**src/rtl/dmem_arb_pkg.sv**
```systemverilog
// Shared types and default widths for the data-memory arbiter between the core and the host loader.
package dmem_arb_pkg;

  localparam int DATA_W_DEF        = 8;
  localparam int ADDR_W_DEF        = 8;
  localparam int MEM_RD_LAT_DEF    = 1;
  localparam int HOST_MAX_WAIT_DEF = 4;

  typedef enum logic [1:0] {
    IDLE    = 2'd0,
    ISSUE   = 2'd1,
    WAIT_RD = 2'd2,
    DONE    = 2'd3
  } arb_state_t;

  typedef enum logic [1:0] {
    OWN_NONE = 2'b00,
    OWN_CORE = 2'b01,
    OWN_HOST = 2'b10
  } owner_t;

endpackage

```
**src/rtl/dmem_grant_sel.sv**
```systemverilog
// Combinational winner pick: core first, host when the core is halted or the host has waited too long.
module dmem_grant_sel (
  input  logic core_req,
  input  logic host_req,
  input  logic core_halted,
  input  logic starve_full,
  output logic grant_core,
  output logic grant_host
);

  logic host_pri;

  always_comb begin
    host_pri   = core_halted | starve_full;
    grant_host = host_req & (~core_req | host_pri);
    grant_core = core_req & ~grant_host;
  end

endmodule

```
**src/rtl/dmem_arbiter.sv**
```systemverilog
// Single-port data memory arbiter: one access at a time, registered memory strobes, one-cycle ack per access.
module dmem_arbiter
  import dmem_arb_pkg::*;
#(
  parameter int DATA_W        = DATA_W_DEF,
  parameter int ADDR_W        = ADDR_W_DEF,
  parameter int MEM_RD_LAT    = MEM_RD_LAT_DEF,
  parameter int HOST_MAX_WAIT = HOST_MAX_WAIT_DEF
) (
  input  logic              clk,
  input  logic              rst_n,
  input  logic              core_req,
  input  logic              core_we,
  input  logic [ADDR_W-1:0] core_addr,
  input  logic [DATA_W-1:0] core_wdata,
  output logic [DATA_W-1:0] core_rdata,
  output logic              core_ack,
  input  logic              core_halted,
  input  logic              host_req,
  input  logic              host_we,
  input  logic [ADDR_W-1:0] host_addr,
  input  logic [DATA_W-1:0] host_wdata,
  output logic [DATA_W-1:0] host_rdata,
  output logic              host_ack,
  output logic              mem_en,
  output logic              mem_we,
  output logic [ADDR_W-1:0] mem_addr,
  output logic [DATA_W-1:0] mem_wdata,
  input  logic [DATA_W-1:0] mem_rdata,
  output logic [1:0]        owner
);

  localparam int CNT_W = (MEM_RD_LAT > 1) ? $clog2(MEM_RD_LAT) : 1;
  localparam int SC_W  = (HOST_MAX_WAIT > 0) ? $clog2(HOST_MAX_WAIT + 1) : 1;

  arb_state_t        state;
  owner_t            owner_q;
  logic [CNT_W-1:0]  lat_cnt;
  logic [SC_W-1:0]   starve_cnt;
  logic              starve_full;
  logic              grant_core;
  logic              grant_host;

  assign starve_full = (starve_cnt == SC_W'(HOST_MAX_WAIT));
  assign owner       = owner_q;

  dmem_grant_sel u_grant_sel (
    .core_req    (core_req),
    .host_req    (host_req),
    .core_halted (core_halted),
    .starve_full (starve_full),
    .grant_core  (grant_core),
    .grant_host  (grant_host)
  );

  // Handshake: a requester raises req with we/addr/wdata stable and holds it until its
  // one-cycle ack; it drops req at the edge ending the ack cycle. Requests are only
  // sampled in IDLE, and the access fields are latched at the grant.
  always_ff @(posedge clk or negedge rst_n) begin
    if (!rst_n) begin
      state      <= IDLE;
      owner_q    <= OWN_NONE;
      lat_cnt    <= '0;
      starve_cnt <= '0;
      mem_en     <= 1'b0;
      mem_we     <= 1'b0;
      mem_addr   <= '0;
      mem_wdata  <= '0;
      core_ack   <= 1'b0;
      host_ack   <= 1'b0;
      core_rdata <= '0;
      host_rdata <= '0;
    end else begin
      case (state)
        IDLE: begin
          if (grant_host) begin
            state      <= ISSUE;
            mem_en     <= 1'b1;
            mem_we     <= host_we;
            mem_addr   <= host_addr;
            mem_wdata  <= host_wdata;
            owner_q    <= OWN_HOST;
            starve_cnt <= '0;
          end else if (grant_core) begin
            state     <= ISSUE;
            mem_en    <= 1'b1;
            mem_we    <= core_we;
            mem_addr  <= core_addr;
            mem_wdata <= core_wdata;
            owner_q   <= OWN_CORE;
            if (host_req && !starve_full) starve_cnt <= starve_cnt + SC_W'(1);
          end
        end
        ISSUE: begin
          // mem_we still carries the latched direction during this single strobe cycle.
          mem_en <= 1'b0;
          mem_we <= 1'b0;
          if (mem_we) begin
            state    <= DONE;
            core_ack <= (owner_q == OWN_CORE);
            host_ack <= (owner_q == OWN_HOST);
          end else begin
            state   <= WAIT_RD;
            lat_cnt <= CNT_W'(MEM_RD_LAT - 1);
          end
        end
        WAIT_RD: begin
          if (lat_cnt == '0) begin
            state <= DONE;
            if (owner_q == OWN_CORE) begin
              core_rdata <= mem_rdata;
              core_ack   <= 1'b1;
            end
            if (owner_q == OWN_HOST) begin
              host_rdata <= mem_rdata;
              host_ack   <= 1'b1;
            end
          end else begin
            lat_cnt <= lat_cnt - CNT_W'(1);
          end
        end
        DONE: begin
          state    <= IDLE;
          owner_q  <= OWN_NONE;
          core_ack <= 1'b0;
          host_ack <= 1'b0;
        end
        default: begin
          state      <= IDLE;
          owner_q    <= OWN_NONE;
          lat_cnt    <= '0;
          starve_cnt <= '0;
          mem_en     <= 1'b0;
          mem_we     <= 1'b0;
          mem_addr   <= '0;
          mem_wdata  <= '0;
          core_ack   <= 1'b0;
          host_ack   <= 1'b0;
          core_rdata <= '0;
          host_rdata <= '0;
        end
      endcase
    end
  end

endmodule

```
**config.mk**
```make
export PLATFORM = sky130hd
export DESIGN_NAME = dmem_arbiter
export DESIGN_NICKNAME = d
export VERILOG_FILES = /design/src/rtl/dmem_arb_pkg.sv /design/src/rtl/dmem_grant_sel.sv /design/src/rtl/dmem_arbiter.sv
export SDC_FILE = /design/constraint.sdc
export NUM_CORES = 1
export LEC_CHECK = 0
export CAP_MARGIN = 15
export CORE_MARGIN = 2
export CORE_UTILIZATION = 38
export DETAILED_ROUTE_END_ITERATION = 8
export HOLD_SLACK_MARGIN = 0.03
export PLACE_DENSITY = 0.76
export SLEW_MARGIN = 40
export SYNTH_ARGS = -nofsm -noshare
export SYNTH_HDL_FRONTEND = slang
export SYNTH_SLANG_ARGS = --single-unit
```
**constraint.sdc**
```tcl
create_clock -name clk -period 1.5 [get_ports clk]
set_input_delay 0.225 -clock clk [delete_from_list [all_inputs] [get_ports clk]]
set_output_delay 0.225 -clock clk [all_outputs]
set_load 0.1 [all_outputs]
```
# --- After elaboration in Yosys (flattened, before gate mapping) ---
# Cells that the tools add are included.
word_totals:
  regBits: 44
  input_bits: 47
  out_inout_bits: 38
  wordCells: 83
op_classes:
  add_sub_neg: 2
  n_eq_ne: 12
  mux: 31
  bitwise: 7
  n_reduce_logical: 19
op_table:
  columns: ["operator", "n"]
  rows:
  - ["8-bit 2-to-1 mux", 4]
  - ["1-bit 2-to-1 mux", 13]
  - ["2-bit inequality test, second input constant", 5]
  - ["2-bit AND reduction", 5]
  - ["2-bit nonzero test", 5]
  - ["3-bit 2-to-1 mux", 3]
  - ["3-bit AND reduction", 3]
  - ["2-bit 2-to-1 mux", 4]
  - ["2-bit case mux with 4 select lines", 1]
  - ["4-bit AND reduction", 2]
  - ["2-bit == test, second input constant", 3]
  - ["1-bit case mux with 2 select lines", 3]
  - ["1-bit case mux with 3 select lines", 2]
  - ["2-bit by 1-bit == test with 1-bit output, second input constant", 2]
  - ["2-bit case mux with 2 select lines", 1]
  - ["3-bit by 1-bit adder with 3-bit output, second input constant", 1]
  - ["3-bit == test, second input constant", 1]
  - ["3-bit inequality test, second input constant", 1]
  - ["1-bit inverter", 3]
  - ["3-bit nonzero test", 1]
  - ["1-bit bitwise AND", 2]
  - ["2-bit zero test", 1]
  - ["1-bit OR", 2]
  - ["1-bit logical AND", 1]
  - ["other kinds (2)", 2]

# --- Depth between registers and ports, before layout ---
depth:
  depth_word: 9
  depth_mapped: 8
  mapped_depth_nobuf: 6

# --- Hierarchy ---
# Synthesis repeated with hierarchy kept, for this count alone.
unflattened:
  cells_unflattened: 185
  area_unflattened_um2: 2088.3
modules_own_cells:
  columns: ["mod", "instances", "cells_each", "area_per_inst_um2", "seq_area_each_um2"]
  rows:
  - ["dmem_arbiter", 1, 181, 2065.7, 1076.0]
  - ["dmem_grant_sel", 1, 4, 22.5, 0.0]

# --- Worst setup path before layout ---
# OpenSTA, ideal clock, no wires.
synth_timing:
  path_type: "register to register"
  from: "register owner_q[0], in the netlist owner[0]"
  to: "register core_rdata[0]"
  setup_time_ps: 126
  t_arrival_ps: 1686
  required_time_ps: 1374
  slack_ps: -312
  stages_incl_launch_ff: 4
  n_path_buf: 0
  synth_period_minus_slack_ps: 1812
  path_cell_list: "dfrtp_1 nor2b_1 nand2_1 mux2_2"
synth_between:
  elab_chain_cells: 2
synth_lines:
  columns: ["element", "line_no", "rtl"]
  rows:
  - ["start, declared", "dmem_arbiter.sv:37", "owner_t owner_q;"]
  - ["start signal, assigned", "dmem_arbiter.sv:62", "owner_q <= OWN_NONE;"]
  - ["start signal, assigned", "dmem_arbiter.sv:82", "owner_q <= OWN_HOST;"]
  - ["start signal, assigned", "dmem_arbiter.sv:90", "owner_q <= OWN_CORE;"]
  - ["2-bit by 1-bit == test with 1-bit output", "dmem_arbiter.sv:110", "if (owner_q == OWN_CORE) begin"]
  - ["3-bit AND reduction (no line)", null, null]
  - ["end signal, assigned", "dmem_arbiter.sv:111", "core_rdata <= mem_rdata;"]
  - ["end, declared", "dmem_arbiter.sv:16", "output logic [DATA_W-1:0] core_rdata,"]
# Every way passes these cells.
# A chain may end at the register's enable or synchronous reset.

# --- Worst setup path after layout ---
layout_timing:
  from: "register starve_cnt[0]"
  to: "register mem_wdata[4]"
layout_between:
  elab_chain_cells: 8
  word_cells_on_any_way: 9
  classes_between: "eq/ne: 1; mux: 1; bitwise: 5; reduce/logical: 2"
layout_lines:
  columns: ["element", "line_no", "rtl"]
  rows:
  - ["start, declared", "dmem_arbiter.sv:39", "logic [SC_W-1:0] starve_cnt;"]
  - ["start signal, assigned", "dmem_arbiter.sv:91", "if (host_req && !starve_full) starve_cnt <= starve_cnt + SC_W'(1);"]
  - ["3-bit == test *", "dmem_arbiter.sv:44", "assign starve_full = (starve_cnt == SC_W'(HOST_MAX_WAIT));"]
  - ["1-bit OR *", "dmem_grant_sel.sv:14", "host_pri = core_halted | starve_full;"]
  - ["1-bit OR *", "dmem_grant_sel.sv:15", "grant_host = host_req & (~core_req | host_pri);"]
  - ["1-bit bitwise AND *", "dmem_grant_sel.sv:15", null]
  - ["1-bit inverter", "dmem_grant_sel.sv:16", "grant_core = core_req & ~grant_host;"]
  - ["1-bit bitwise AND", "dmem_grant_sel.sv:16", null]
  - ["2-bit nonzero test (no line)", null, null]
  - ["2-bit AND reduction (no line)", null, null]
  - ["end signal, assigned", "dmem_arbiter.sv:81", "mem_wdata <= host_wdata;"]
  - ["end signal, assigned", "dmem_arbiter.sv:89", "mem_wdata <= core_wdata;"]
  - ["end, declared", "dmem_arbiter.sv:28", "output logic [DATA_W-1:0] mem_wdata,"]
# Every way passes the cells marked *; elsewhere a longest branch is shown, timed or not.

==> results.py <==
metrics = {
    "global_route": {
        "grt_overflow": 0,
        "grt_pass1_wl_mm": 7.69,
        "track_usage_pct": 18.0,
        "antenna_found_initial": 0,
        "grt_pass1_vias": 1671,
        "grt_max_degree": 44,
    },
    "sta": {
        "period_share_pct": 99.7,
        "rsz0062_at_grt": "yes",
        "worst_slack_ns": 0.00388,
        "final.min_clock_period_ns": 1.50,
        "slew-limit-headroom_pct": 83.2,
        "clock-skew-final_ns": 0.00256,
        "max_freq_mhz": 668,
        "tightestPinTransition_ns": 0.251,
        "hold_viol_final": 0,
        "setup_viol": 0,
        "maxSlewViolCount": 0,
    },
    "placed_design": {
        "routabilityCongestion": 0.808,
        "dp_hpwl_mm": 3.71,
        "portBuffers": 84,
        "dp_slack_ns": -0.144,
    },
    "routing": {
        "drt-initial-drc-count": 59,
        "wl_per_cell_um": 14.6,
        "ant_nets": 0,
        "vias": 1746,
        "vias_per_cell": 4.89,
        "route.detailed.drc": 0,
        "routed_wl_mm": 5.22,
        "first_pass_iters": 4,
    },
    "finish": {
        "drive_above_1_share_pct": 36.9,
        "finalNetCount": 339,
        "antennaDiodeCount": 0,
        "area_delta_synth_final_pct": 87.8,
        "register_area_um2": 1080,
        "multi_input_area_um2": 860,
        "nFillCells": 354,
    },
    "floorplanning": {
        "die_area_um2": 5710,
        "top_level_ports": 85,
        "row_count": 26,
        "start_util_pct": 38.9,
        "chipHeight_um": 75.6,
        "core_um2": 5010,
        "die_w_um": 75.6,
    },
    "worst_setup_path": {
        "setup.worst_path.end_class": "register",
        "worstSetupStartpointType": "register",
        "critical_path_arrival_ns": 1.68,
        "cp_data_required_time_ns": 1.68,
        "crit_start": "starve_cnt[0]",
        "r2r-start": "starve_cnt[0]",
        "critical_path_peak_fanout": 17,
        "criticalPathCategory": "register to register",
    },
    "logic_synthesis": {
        "yosysSeqAreaShare_pct": 55.3,
        "synth_top_cell_by_area": "dfrtp_1",
        "netlist.area_leader.share_pct": 55.3,
        "syn_avg_cell_area_um2": 11.0,
        "synth_compound_area_share_pct": 15.1,
        "yosys.area_share.simple_pct": 12.0,
        "synth_flop_cell": "dfrtp_1",
        "yosys-top-cells-area": "dfrtp_1 (55%), mux2_2 (9.3%), nand2_1 (8.3%), a22oi_1 (6.2%), ha_1 (3.9%)",
        "synth_seq_cells": 43,
        "yosys.area_share.adder_pct": 3.86,
        "synthCells": 177,
        "synth_xor_xnor_area_share_pct": 0,
        "synth_top_family_by_area": "compound AO/OA/AOI/OAI gates",
        "netlist_area_um2": 1950,
        "yosysUniqueCellTypes": 26,
        "async_flop_share_pct": 100,
        "yosysWarningCount": 0,
        "ys_top_cells_by_count": "dfrtp_1 (43), nand2_1 (43), a22oi_1 (16), mux2_2 (16), o21ai_0 (10)",
        "synthMuxAreaShare_pct": 9.77,
        "synth_nets": 230,
        "synth_edf_count": 0,
    },
    "outcome": {
        "status": "finished, final reports clean",
    },
    "job": {
        "drv_cap": 0,
    },
    "worst_hold_path": {
        "min_path_type": "primary input to asynchronous set/reset pin",
    },
    "clocking": {
        "cts_root_buffer": "clkbuf_8",
        "htree_levels": 2,
        "clock_sinks": 43,
        "path_clk_slew_ns": 0.08,
        "cts_tree": "done",
        "clock_path_buffers": 2,
        "cts_buffers": 5,
        "clock_latency_ns": 0.29,
    },
}
==> state kept, by name (all words and copies together), names as in the netlist <==
name / cells
mem_we: 1
mem_addr: 8
core_rdata: 8
core_ack: 1
state: 2
host_ack: 1
mem_wdata: 8
host_rdata: 8
mem_en: 1
owner: 2
starve_cnt: 3
==> cell type report <==
type,instances,area share [%]
clock buffer,6,1.98
clock inverter,2,1.64
inverter,8,0.821
multi-input combinational,120,23.5
sequential,43,29.7
tap,70,2.40
timing repair buffer,108,40.0
==> critical path, cell delays in order (launching register included) <==
cell and delay, ns:
dfrtp_1 0.38, inv_1 0.06, ha_2 0.17, a21oi_2 0.06, o211a_1 0.26, buf_12 0.16, a22oi_2 0.19, nand2_1 0.08
==> layer usage <==
layer	vias up	GRT usage, %	wire, um
met5	-	0	0
met4	0	4.68	91
met3	9	8.60	466
met2	64	27.7	2490
met1	844	22.8	2180
li1	829	-	-
==> logic make-up after synthesis <==
family	count (synthesis)
mux	17
compound gates	42
fa+ha+maj	6
buf+inv	14
simple gates	55
flops	43
==> worst paths after layout <==
kind / endpoint / slack (ns) / cells after the start
max in group asynchronous: owner[0] / 0.83 / 3
worst max-delay path: mem_wdata[4] / 0.004 / 7
min in group clk: mem_addr[4] / 0.46 / 3
worst max register to register: mem_wdata[4] / 0.004 / 7
worst min-delay path: starve_cnt[0] / 0.43 / 3
worst min register to register: starve_cnt[2] / 0.56 / 1
==> cell usage in the layout, fill, tap and decap left out, types with 2 or more instances in the layout <==
cell             netlist  layout
mux2_2                16      16
a21o_1                 3       3
dfrtp_1               43      40
bufinv_16              0       2
a22o_1                 4       4
nor2b_1                3       3
nor3_1                 2       2
nand2b_1               2       2
nand2_2                0       3
a22oi_1               16      12
buf_4                  2      18
clkdlybuf4s50_1        0      45
ha_1                   6       4
dfrtp_4                0       2
clkbuf_8               0       5
a22oi_2                0       4
nand3_1                2       2
a21oi_2                2       3
nand2_1               43      40
inv_2                  0       2
inv_1                  8       6
o21ai_0               10       9
buf_12                 0      43
==> what timing repair did <==
action,4_1_cts,5_1_grt
gates cloned,0,0
buffers inserted,3,2
hold buffers,1,0
setup endpoints to repair,17,24
pin swaps,0,4
hold endpoints to repair,43,0
resized for setup,5,8
==> through the flow <==
stage                     util [%]  hold slack, ns  instances  instance area [um^2]  setup TNS (ns)
final                         73.0           0.430        357                  3660               0
after global routing          73.0           0.453        357                  3660          -0.816
after global placement        68.4           0.221        343                  3420           -1.56
after floorplan                  -         -0.0706        177                  1970         -0.0996
after detailed placement      68.4           0.221        343                  3420           -2.13
after CTS                     72.0           0.439        355                  3610        -0.00716
Power is left out: the tool's default activity adds up to more than one toggle a clock period on the data nets, which glitch-free logic cannot reach.
==> RTL edit (same flow settings) <==
Set the package constant `ADDR_W_DEF` to 7 (it was 8).
--- a/src/rtl/dmem_arb_pkg.sv
+++ b/src/rtl/dmem_arb_pkg.sv
@@ -2,7 +2,7 @@
 package dmem_arb_pkg;
 
   localparam int DATA_W_DEF        = 8;
-  localparam int ADDR_W_DEF        = 8;
+  localparam int ADDR_W_DEF        = 7;
   localparam int MEM_RD_LAT_DEF    = 1;
   localparam int HOST_MAX_WAIT_DEF = 4;
 
Ports: changed (resized core_addr, host_addr and mem_addr); port bits go from 85 to 82. No check against the original RTL was run, so the function may have changed too.
==> RTL edit against the original RTL <==
Utilization up 1.7 points; routed wire length up 3.3%; final area down 1.6%; area after synthesis down 0.96%; synthesized cell count down 2.8%; sequential share of layout area down 0.22 points; clock skew up 5.1 ps; die area down 0.91%; largest cell class unchanged; worst setup slack better by 5.2 ps; critical path type unchanged; sequential cell count down 1.
Power is left out: the tool's default activity adds up to more than one toggle a clock period on the data nets, which glitch-free logic cannot reach.
==> RTL edit: results (changes against the original RTL) <==
[synth]
synth-compound-area-share=0.164  ; +0.0132
synthXorXnorAreaFrac=0  ; unchanged
ys_top_cells_by_area=dfrtp_1 (55%), mux2_2 (9.3%), nand2_1 (8.0%)
synthAdderAreaFrac=0.0389  ; +0.000375
synth_common_cells=dfrtp_1 (42), nand2_1 (41), mux2_2 (16)
ys_seq_area_frac=0.545  ; -0.00760
synth.distinct_cells=30  ; +15%
avgSynthCellArea_um2=11.2  ; +1.9%
synthMuxAreaShare=0.0986  ; +0.000951
syn_nets=223  ; -3.0%

[drt]
wl_met2_mm=2.74  ; +10%
wl_mm=5.40  ; +3.3%
wl_met3_um=457  ; -1.9%
wl_met1_mm=2.16  ; -0.92%
routed_via_density=4.92  ; +0.64%
initialDrtViolationCount=62  ; +5.1%
wire_per_inst_um=15.6  ; +6.6%

[cts]
cts.clk_slew.worst_paths_ps=80  ; about the same
cts_made_buffers=5  ; unchanged
ctsResizeCount=18  ; +13
cts_hold_buf=1  ; unchanged

[final_layout]
drive_gt1_frac=0.434  ; +0.0644
fin_nets=329  ; -2.9%
fillers=351  ; -0.85%

[global_routing]
use_met2=0.343  ; +0.0658
track_usage=0.197  ; +0.0176
antenna_found_initial=0  ; unchanged
grt_pass1_wl_mm=8.41  ; +9.3%
grt_util_met3=0.0750  ; -0.0110
use_met1=0.237  ; +0.00852
grt_pass1_vias=1744  ; +4.4%
grt_max_degree=19  ; -57%

[sta]
slew_headroom=0.584  ; -0.248
fin_skew_ps=7.71  ; +5.15 ps

[placement]
place_area_mm2=0.00328  ; -4.1%
port_buffers=81  ; -3.6%
dp.final_hpwl_mm=3.69  ; -0.35%
place_congestion=0.762  ; -5.7%

[setup_path]
critical_path.endpoint=owner[0]
r2r_cells=6  ; -1
regToRegStartpoint=starve_cnt[0]
cp_max_fo=8  ; -9
r2r_setup_slack_ps=9

[run_status]
status=completed

## RTL edit: cell types whose count changed after synthesis, sizes merged
cell   unedited run  this run
nand2            43        41
a22oi            16        15
buf               6         5
dfrtp            43        42
## RTL edit: critical path: stages, from the launching register on
cell	delay (ps)
dfrtp_1	400
inv_2	70
ha_4	140
a21oi_4	60
buf_12	130
o211a_4	310
a22o_2	270
## RTL edit: per-stage QoR
step	hold slack, ps	setup slack (ps)	utilization
detailed placement	150	-297	0.682
global placement	139	-259	0.682
finish	369	9.07	0.747
CTS	368	-60.4	0.729
floorplan	-70.6	10.8	-
global route	394	-43.5	0.747
## RTL edit: area by class of cell
cell class	instances	area (um2)	area share
tap	67	83.8	0.0233
clock inverter	2	13.8	0.00382
clock buffer	6	72.6	0.0202
inverter	8	30.0	0.00834
sequential	42	1060	0.295
timing repair buffer	102	1360	0.378
multi-input combinational	119	977	0.272
